<file path="src/rtl/ram_program_loader.sv">
// ram_program_loader: streams 16 program bytes into a small RAM while the CPU
// is held, checks them against a trailing checksum byte, then reads the RAM
// back and re-sums it to confirm the image landed correctly.
module ram_program_loader #(
  parameter int TIMEOUT_CYCLES = 50000
) (
  input  logic       clk,
  input  logic       rst,
  input  logic       start,
  input  logic       abort,
  input  logic       byte_valid,
  input  logic [7:0] byte_data,
  output logic       byte_ready,
  output logic       ram_manual_mode,
  output logic       ram_manual_read,
  output logic [3:0] ram_address,
  output logic [7:0] ram_program_switches,
  input  logic [7:0] ram_bus_out,
  output logic       cpu_hold,
  output logic       busy,
  output logic       done,
  output logic [1:0] error_code
);

  localparam logic [1:0] S_IDLE   = 2'd0;
  localparam logic [1:0] S_LOAD   = 2'd1;
  localparam logic [1:0] S_CSUM   = 2'd2;
  localparam logic [1:0] S_VERIFY = 2'd3;

  localparam logic [1:0] E_NONE  = 2'b00;
  localparam logic [1:0] E_CSUM  = 2'b01;
  localparam logic [1:0] E_RDBK  = 2'b10;
  localparam logic [1:0] E_TMOUT = 2'b11;

  localparam logic [31:0] TO_LIM = TIMEOUT_CYCLES;

  logic [1:0]  state_q, state_d;
  logic [3:0]  addr_q, addr_d;
  logic [7:0]  sum_q, sum_d;
  logic [7:0]  exp_q, exp_d;
  logic [15:0] timer_q, timer_d;
  logic        done_q, done_d;
  logic [1:0]  err_q, err_d;

  logic        active;
  logic        hs;
  logic        to_hit;
  logic [7:0]  vsum;

  assign active = (state_q != S_IDLE);
  assign hs     = byte_ready & byte_valid;
  // This idle edge would bring the timer to TIMEOUT_CYCLES-1.
  assign to_hit = ({16'd0, timer_q} + 32'd2) >= TO_LIM;
  assign vsum   = sum_q + ram_bus_out;

  // Next-state logic; abort overrides everything except reset.
  always_comb begin
    state_d = state_q;
    addr_d  = addr_q;
    sum_d   = sum_q;
    exp_d   = exp_q;
    timer_d = timer_q;
    done_d  = done_q;
    err_d   = err_q;
    if (abort) begin
      state_d = S_IDLE;
      done_d  = 1'b0;
    end else begin
      case (state_q)
        S_IDLE: begin
          if (start) begin
            state_d = S_LOAD;
            addr_d  = 4'd0;
            sum_d   = 8'd0;
            timer_d = 16'd0;
            done_d  = 1'b0;
            err_d   = E_NONE;
          end
        end
        S_LOAD: begin
          if (hs) begin
            addr_d  = addr_q + 4'd1;
            sum_d   = sum_q + byte_data;
            timer_d = 16'd0;
            if (addr_q == 4'd15) state_d = S_CSUM;
          end else if (to_hit) begin
            state_d = S_IDLE;
            err_d   = E_TMOUT;
          end else begin
            timer_d = timer_q + 16'd1;
          end
        end
        S_CSUM: begin
          if (hs) begin
            exp_d   = byte_data;
            timer_d = 16'd0;
            if (sum_q != byte_data) begin
              state_d = S_IDLE;
              err_d   = E_CSUM;
            end else begin
              state_d = S_VERIFY;
              addr_d  = 4'd0;
              sum_d   = 8'd0;
            end
          end else if (to_hit) begin
            state_d = S_IDLE;
            err_d   = E_TMOUT;
          end else begin
            timer_d = timer_q + 16'd1;
          end
        end
        S_VERIFY: begin
          sum_d  = vsum;
          addr_d = addr_q + 4'd1;
          if (addr_q == 4'd15) begin
            state_d = S_IDLE;
            if (vsum == exp_q) done_d = 1'b1;
            else               err_d  = E_RDBK;
          end
        end
        default: state_d = S_IDLE;
      endcase
    end
  end

  // State registers with synchronous reset.
  always_ff @(posedge clk) begin
    if (rst) begin
      state_q <= S_IDLE;
      addr_q  <= 4'd0;
      sum_q   <= 8'd0;
      exp_q   <= 8'd0;
      timer_q <= 16'd0;
      done_q  <= 1'b0;
      err_q   <= E_NONE;
    end else begin
      state_q <= state_d;
      addr_q  <= addr_d;
      sum_q   <= sum_d;
      exp_q   <= exp_d;
      timer_q <= timer_d;
      done_q  <= done_d;
      err_q   <= err_d;
    end
  end

  assign busy                 = active;
  assign cpu_hold             = active;
  assign ram_manual_mode      = active;
  assign byte_ready           = (state_q == S_LOAD) | (state_q == S_CSUM);
  // RAM write happens on the same edge as the byte handshake.
  assign ram_manual_read      = (state_q == S_LOAD) & byte_valid;
  assign ram_address          = active ? addr_q : 4'd0;
  assign ram_program_switches = (state_q == S_LOAD) ? byte_data : 8'd0;
  assign done                 = done_q;
  assign error_code           = err_q;

endmodule
</file>
<file path="config.mk">
export PLATFORM = sky130hd
export DESIGN_NAME = ram_program_loader
export DESIGN_NICKNAME = d
export VERILOG_FILES = /design/src/rtl/ram_program_loader.sv
export SDC_FILE = /design/constraint.sdc
export NUM_CORES = 1
export LEC_CHECK = 0
export BUFFER_PORTS_ARGS = -buffer_cell sky130_fd_sc_hd__buf_2
export CAP_MARGIN = 30
export CORE_AREA = 4 4 87 89
export CTS_CLUSTER_DIAMETER = 60
export DETAILED_ROUTE_END_ITERATION = 8
export DIE_AREA = 0 0 91 93
export PLACE_DENSITY_LB_ADDON = 0.08
export SYNTH_ARGS = -nofsm -noshare
export SYNTH_HDL_FRONTEND = slang
export SYNTH_SLANG_ARGS = --single-unit
</file>
<file path="constraint.sdc">
create_clock -name clk -period 3.45 [get_ports clk]
set_clock_uncertainty 0.05 [all_clocks]
set_input_delay 1.035 -clock clk [delete_from_list [all_inputs] [get_ports clk]]
set_output_delay 1.035 -clock clk [all_outputs]
set_load 0.005 [all_outputs]
</file>
# After elaboration in Yosys (flattened, before gate mapping)
# Cells that the tools add are included.
# word_totals
reg_bits	41
in_bits	21
out_inout_bits	20
word_cells	82
# classes
addsub	5
order_cmp	1
n_eq_ne	17
mux	36
n_bitwise	4
reduce_logical	12
# op_table
op	count
16-bit 2-to-1 mux	3
8-bit 2-to-1 mux	5
16-bit one-hot mux with 2 select lines	1
8-bit one-hot mux with 4 select lines	1
2-bit 2-to-1 mux	14
4-bit 2-to-1 mux	5
16-bit by 2-bit adder with 17-bit output (second input constant)	1
17-bit by 16-bit >= comparator with 1-bit output (second input constant)	1
16-bit by 1-bit adder with 16-bit output (second input constant)	1
8-bit adder	2
2-bit != test (second input constant)	8
2-bit one-hot mux with 4 select lines	2
4-bit one-hot mux with 4 select lines	1
3-bit != test (second input constant)	3
8-bit equality test	1
8-bit != test	1
4-bit AND reduction	2
3-bit AND reduction	2
6-bit AND reduction	1
2-bit nonzero test	3
5-bit AND reduction	1
4-bit by 1-bit adder with 4-bit output (second input constant)	1
2-bit equality test (second input constant)	2
4-bit equality test (second input constant)	1
8 further kinds	12

# Depth between registers and ports, before layout
# depth
word_depth	5
mapped_depth	10
ltp_nobuf	9

# Worst setup path before layout
# No wires, ideal clock.
# synth_timing
path_kind	input -> register
from	input ram_bus_out[0]
to	register done_q, in the netlist done
setup_time_ns	0.062
t_arrival_ns	3.540
t_required_ns	3.338
path_slack_ns	-0.202
cell_stages	9
n_path_buf	0
cell_sequence	ha_1 > fa_1 > and3_1 > o31a_1 > mux2i_1 > or4b_1 > or4_1 > or3_1 > nand3_1
# synth_between
elab_chain_len	4
# synth_lines
element	line	text
start: declaration	18	input logic [7:0] ram_bus_out,
8-bit adder	54	assign vsum = sum_q + ram_bus_out;
8-bit equality test	117	if (vsum == exp_q) done_d = 1'b1;
2-bit != test (no source line)	n/a	
4-bit AND reduction (no source line)	n/a	
end signal: assignment	142	done_q <= done_d;
end: declaration	42	logic done_q, done_d;
# No other way between the ends.
# A chain may end at the register's enable or synchronous reset.

# Worst setup path in the final report
# Same ends and word-level chain as after synthesis.

==> impl_metrics.ini <==
[clock_network]
clk_pin_slew_worst_paths_ns = 0.08
root_buffer = clkbuf_8
htree_levels = 2
cts_setup_buffers = 0
cts_buffers = 5
cts_tree = done
clk_path_buf_depth = 2
clock_latency_ns = 0.30
clock_sinks = 41

[detailed_routing]
drtIter0Drc = 79
vias_per_cell = 5.942
ant_nets = 0
vias = 3268
wirelength_mm = 8.896
drcViolationCount = 0
drt_pass1_iterations = 4
wire_per_inst_microns = 16.17

[layout]
drive_gt1_share_pct = 20.00
fin_area_sq_mm = 0.003856
area_growth_pct = 15.47
n_antenna_cell = 0
nets = 515
fin_util_pct = 57.07

[placement]
dpl_cell_area_sq_mm = 0.003762
gp_congestion = 0.8641
hpwl_mm = 6.854
port-buffer-count = 40
pre_cts_ws_ns = -0.3157

[status]
violations = negative setup slack
outcome = finished, violations left

[power_and_ir_drop]
peakVddDrop_v = 0.0001865
p_leak_nw = 1.530
power.density_mw_per_mm2 = 291.0
power_mw = 1.122

[worst_setup_path]
cp-start-kind = input pin
timing.rr.end = timer_q[13]
worstPathRequired_ns = 3.64
critical_path_class = in -> reg
rr_worst_depth = 8
timing.rr.start = timer_q[1]
worst-r2r-setup-slack_ns = 0.28
worst_setup_path_end_kind = flip-flop
cp.arrival_ns = 3.64
critPathMaxFanout = 2

[global_routing]
grt_pass1_wl_mm = 14.94
grt_max_degree = 32
grt-ovfl-total = 0
grt_pass1_vias = 3100
grtUsageTotal_pct = 21.59
antenna_found_initial = 0

[job]
drv_cap = 0

[logic_synthesis]
synth_edf_count = 0
synth_area_sq_mm = 0.003339
synth_area_leader_cell = dfxtp_1
netlist_top_cells_area = dfxtp_1 (25%), ha_1 (8.6%), a21oi_1 (4.9%)
synth.distinct_cells = 62
ys_seq_area_share_pct = 24.58
synth_seq_cells = 41
synthCells = 421
ys_top_cells_by_count = dfxtp_1 (41), nand2_1 (38), nor2_1 (35), a21oi_1 (33), ha_1 (23)
syn_nets = 467
synth_warnings = 0
ys.flop_type = dfxtp_1
synth_area_per_cell_sq_um = 7.932
async_flop_share_pct = 0
synth.most_common_cell = dfxtp_1
synth_top_area_share_pct = 24.58

[sta]
final.min_clock_period_ns = 3.452
final-setup-viol-count = 1
tightest_slew_ns = 0.8155
clock.fmax_mhz = 289.7
worst_slack_ns = -0.002338
rsz0062_at_grt = yes
slew_headroom_pct = 45.63
final_hold_viol_count = 0
hold_ws_ns = 0.4208
timing.final.crit_share_pct = 100.1
slew_violations = 0

[min_path]
holdPathEnd = exp_q[2]
hp-start = exp_q[2]
min_path_cells = 2
min_path_type = reg -> reg

[die]
num_rows = 30
start_util_pct = 49.43
die_w_microns = 91
io_pins = 41
die_area_sq_mm = 0.008463
die_h_microns = 93
core_sq_mm = 0.006756
[sequential cells by signal (all words and copies together) (netlist names)]
signal and flops:
addr_q 4, done 1, exp_q 8, timer_q 16, error_code 2, state_q 2
sum_q 8
[power breakdown]
group / internal (mW) / switching, mW
logic: 0.151 / 0.161
registers: 0.481 / 0.00978
clock network: 0.141 / 0.179
total: 0.772 / 0.350
[what timing repair did]
item,CTS,global route
hold buffers,0,0
gates resized for setup,1,1
endpoints found under the setup margin,1,2
gates cloned,0,0
[routing by layer]
layer | routed length, microns | global-route usage [%]
met3 | 402 | 3.138
met5 | 0 | 0
met1 | 4084 | 27.79
met2 | 4308 | 37.28
met4 | 100 | 6.784
[worst max-delay path by stage]
stage / startpoint / to / cells past startpoint
2_1_floorplan: ram_bus_out[0] / done / 9
6_report: ram_bus_out[0] / done / 10
3_3_place_gp: ram_bus_out[0] / done / 10
4_1_cts: ram_bus_out[0] / done / 10
5_1_grt: ram_bus_out[0] / done / 10
3_5_place_dp: ram_bus_out[0] / done / 10
[cells in the final DEF, fill, tap and decap left out, types with 9 or more instances in the layout]
| cell | instances |
|---|---|
| o21ai_0 | 13 |
| inv_1 | 9 |
| nand3_1 | 13 |
| a21oi_1 | 33 |
| or3_1 | 13 |
| xnor2_1 | 15 |
| dfxtp_1 | 41 |
| and2_1 | 10 |
| o21a_1 | 10 |
| buf_4 | 28 |
| nor2_1 | 35 |
| nand2_1 | 38 |
| buf_2 | 39 |
| ha_1 | 22 |
[worst max-delay path: stages]
cell,delay (ns)
buf_6,0.10
ha_4,0.15
fa_2,0.40
and3_4,0.17
o31a_1,0.27
mux2i_1,0.13
or4b_1,0.48
or4_4,0.50
or3_1,0.33
nand3_1,0.08
[cells by family after synthesis]
| logic type | after synthesis | share of synthesized area, % |
|---|---|---|
| compound gates | 118 | 24.80 |
| mux | 5 | 1.499 |
| buf+inv | 37 | 5.095 |
| fa+ha+maj | 25 | 9.817 |
| simple gates | 172 | 27.76 |
| flops | 41 | 24.58 |
| xor+xnor | 23 | 6.444 |
[per-stage QoR]
stage                      TNS (ns)  cells
final                     -0.002338    550
after detailed placement     -1.013    542
after floorplan            -0.06185    421
after global routing       -0.03944    550
after global placement      -0.7241    542
after CTS                         0    550
[layout make-up]
type / instances / area, sq um
Clock buffer: 6 / 72.57
Inverter: 9 / 33.78
Fill cell: 664 / 2900
Clock inverter: 2 / 10.01
Multi-Input combinational cell: 343 / 2382
Tap cell: 80 / 100.1
Timing Repair Buffer: 69 / 436.7
Sequential cell: 41 / 820.8
Note: power is estimated with default switching activity, not from simulation.
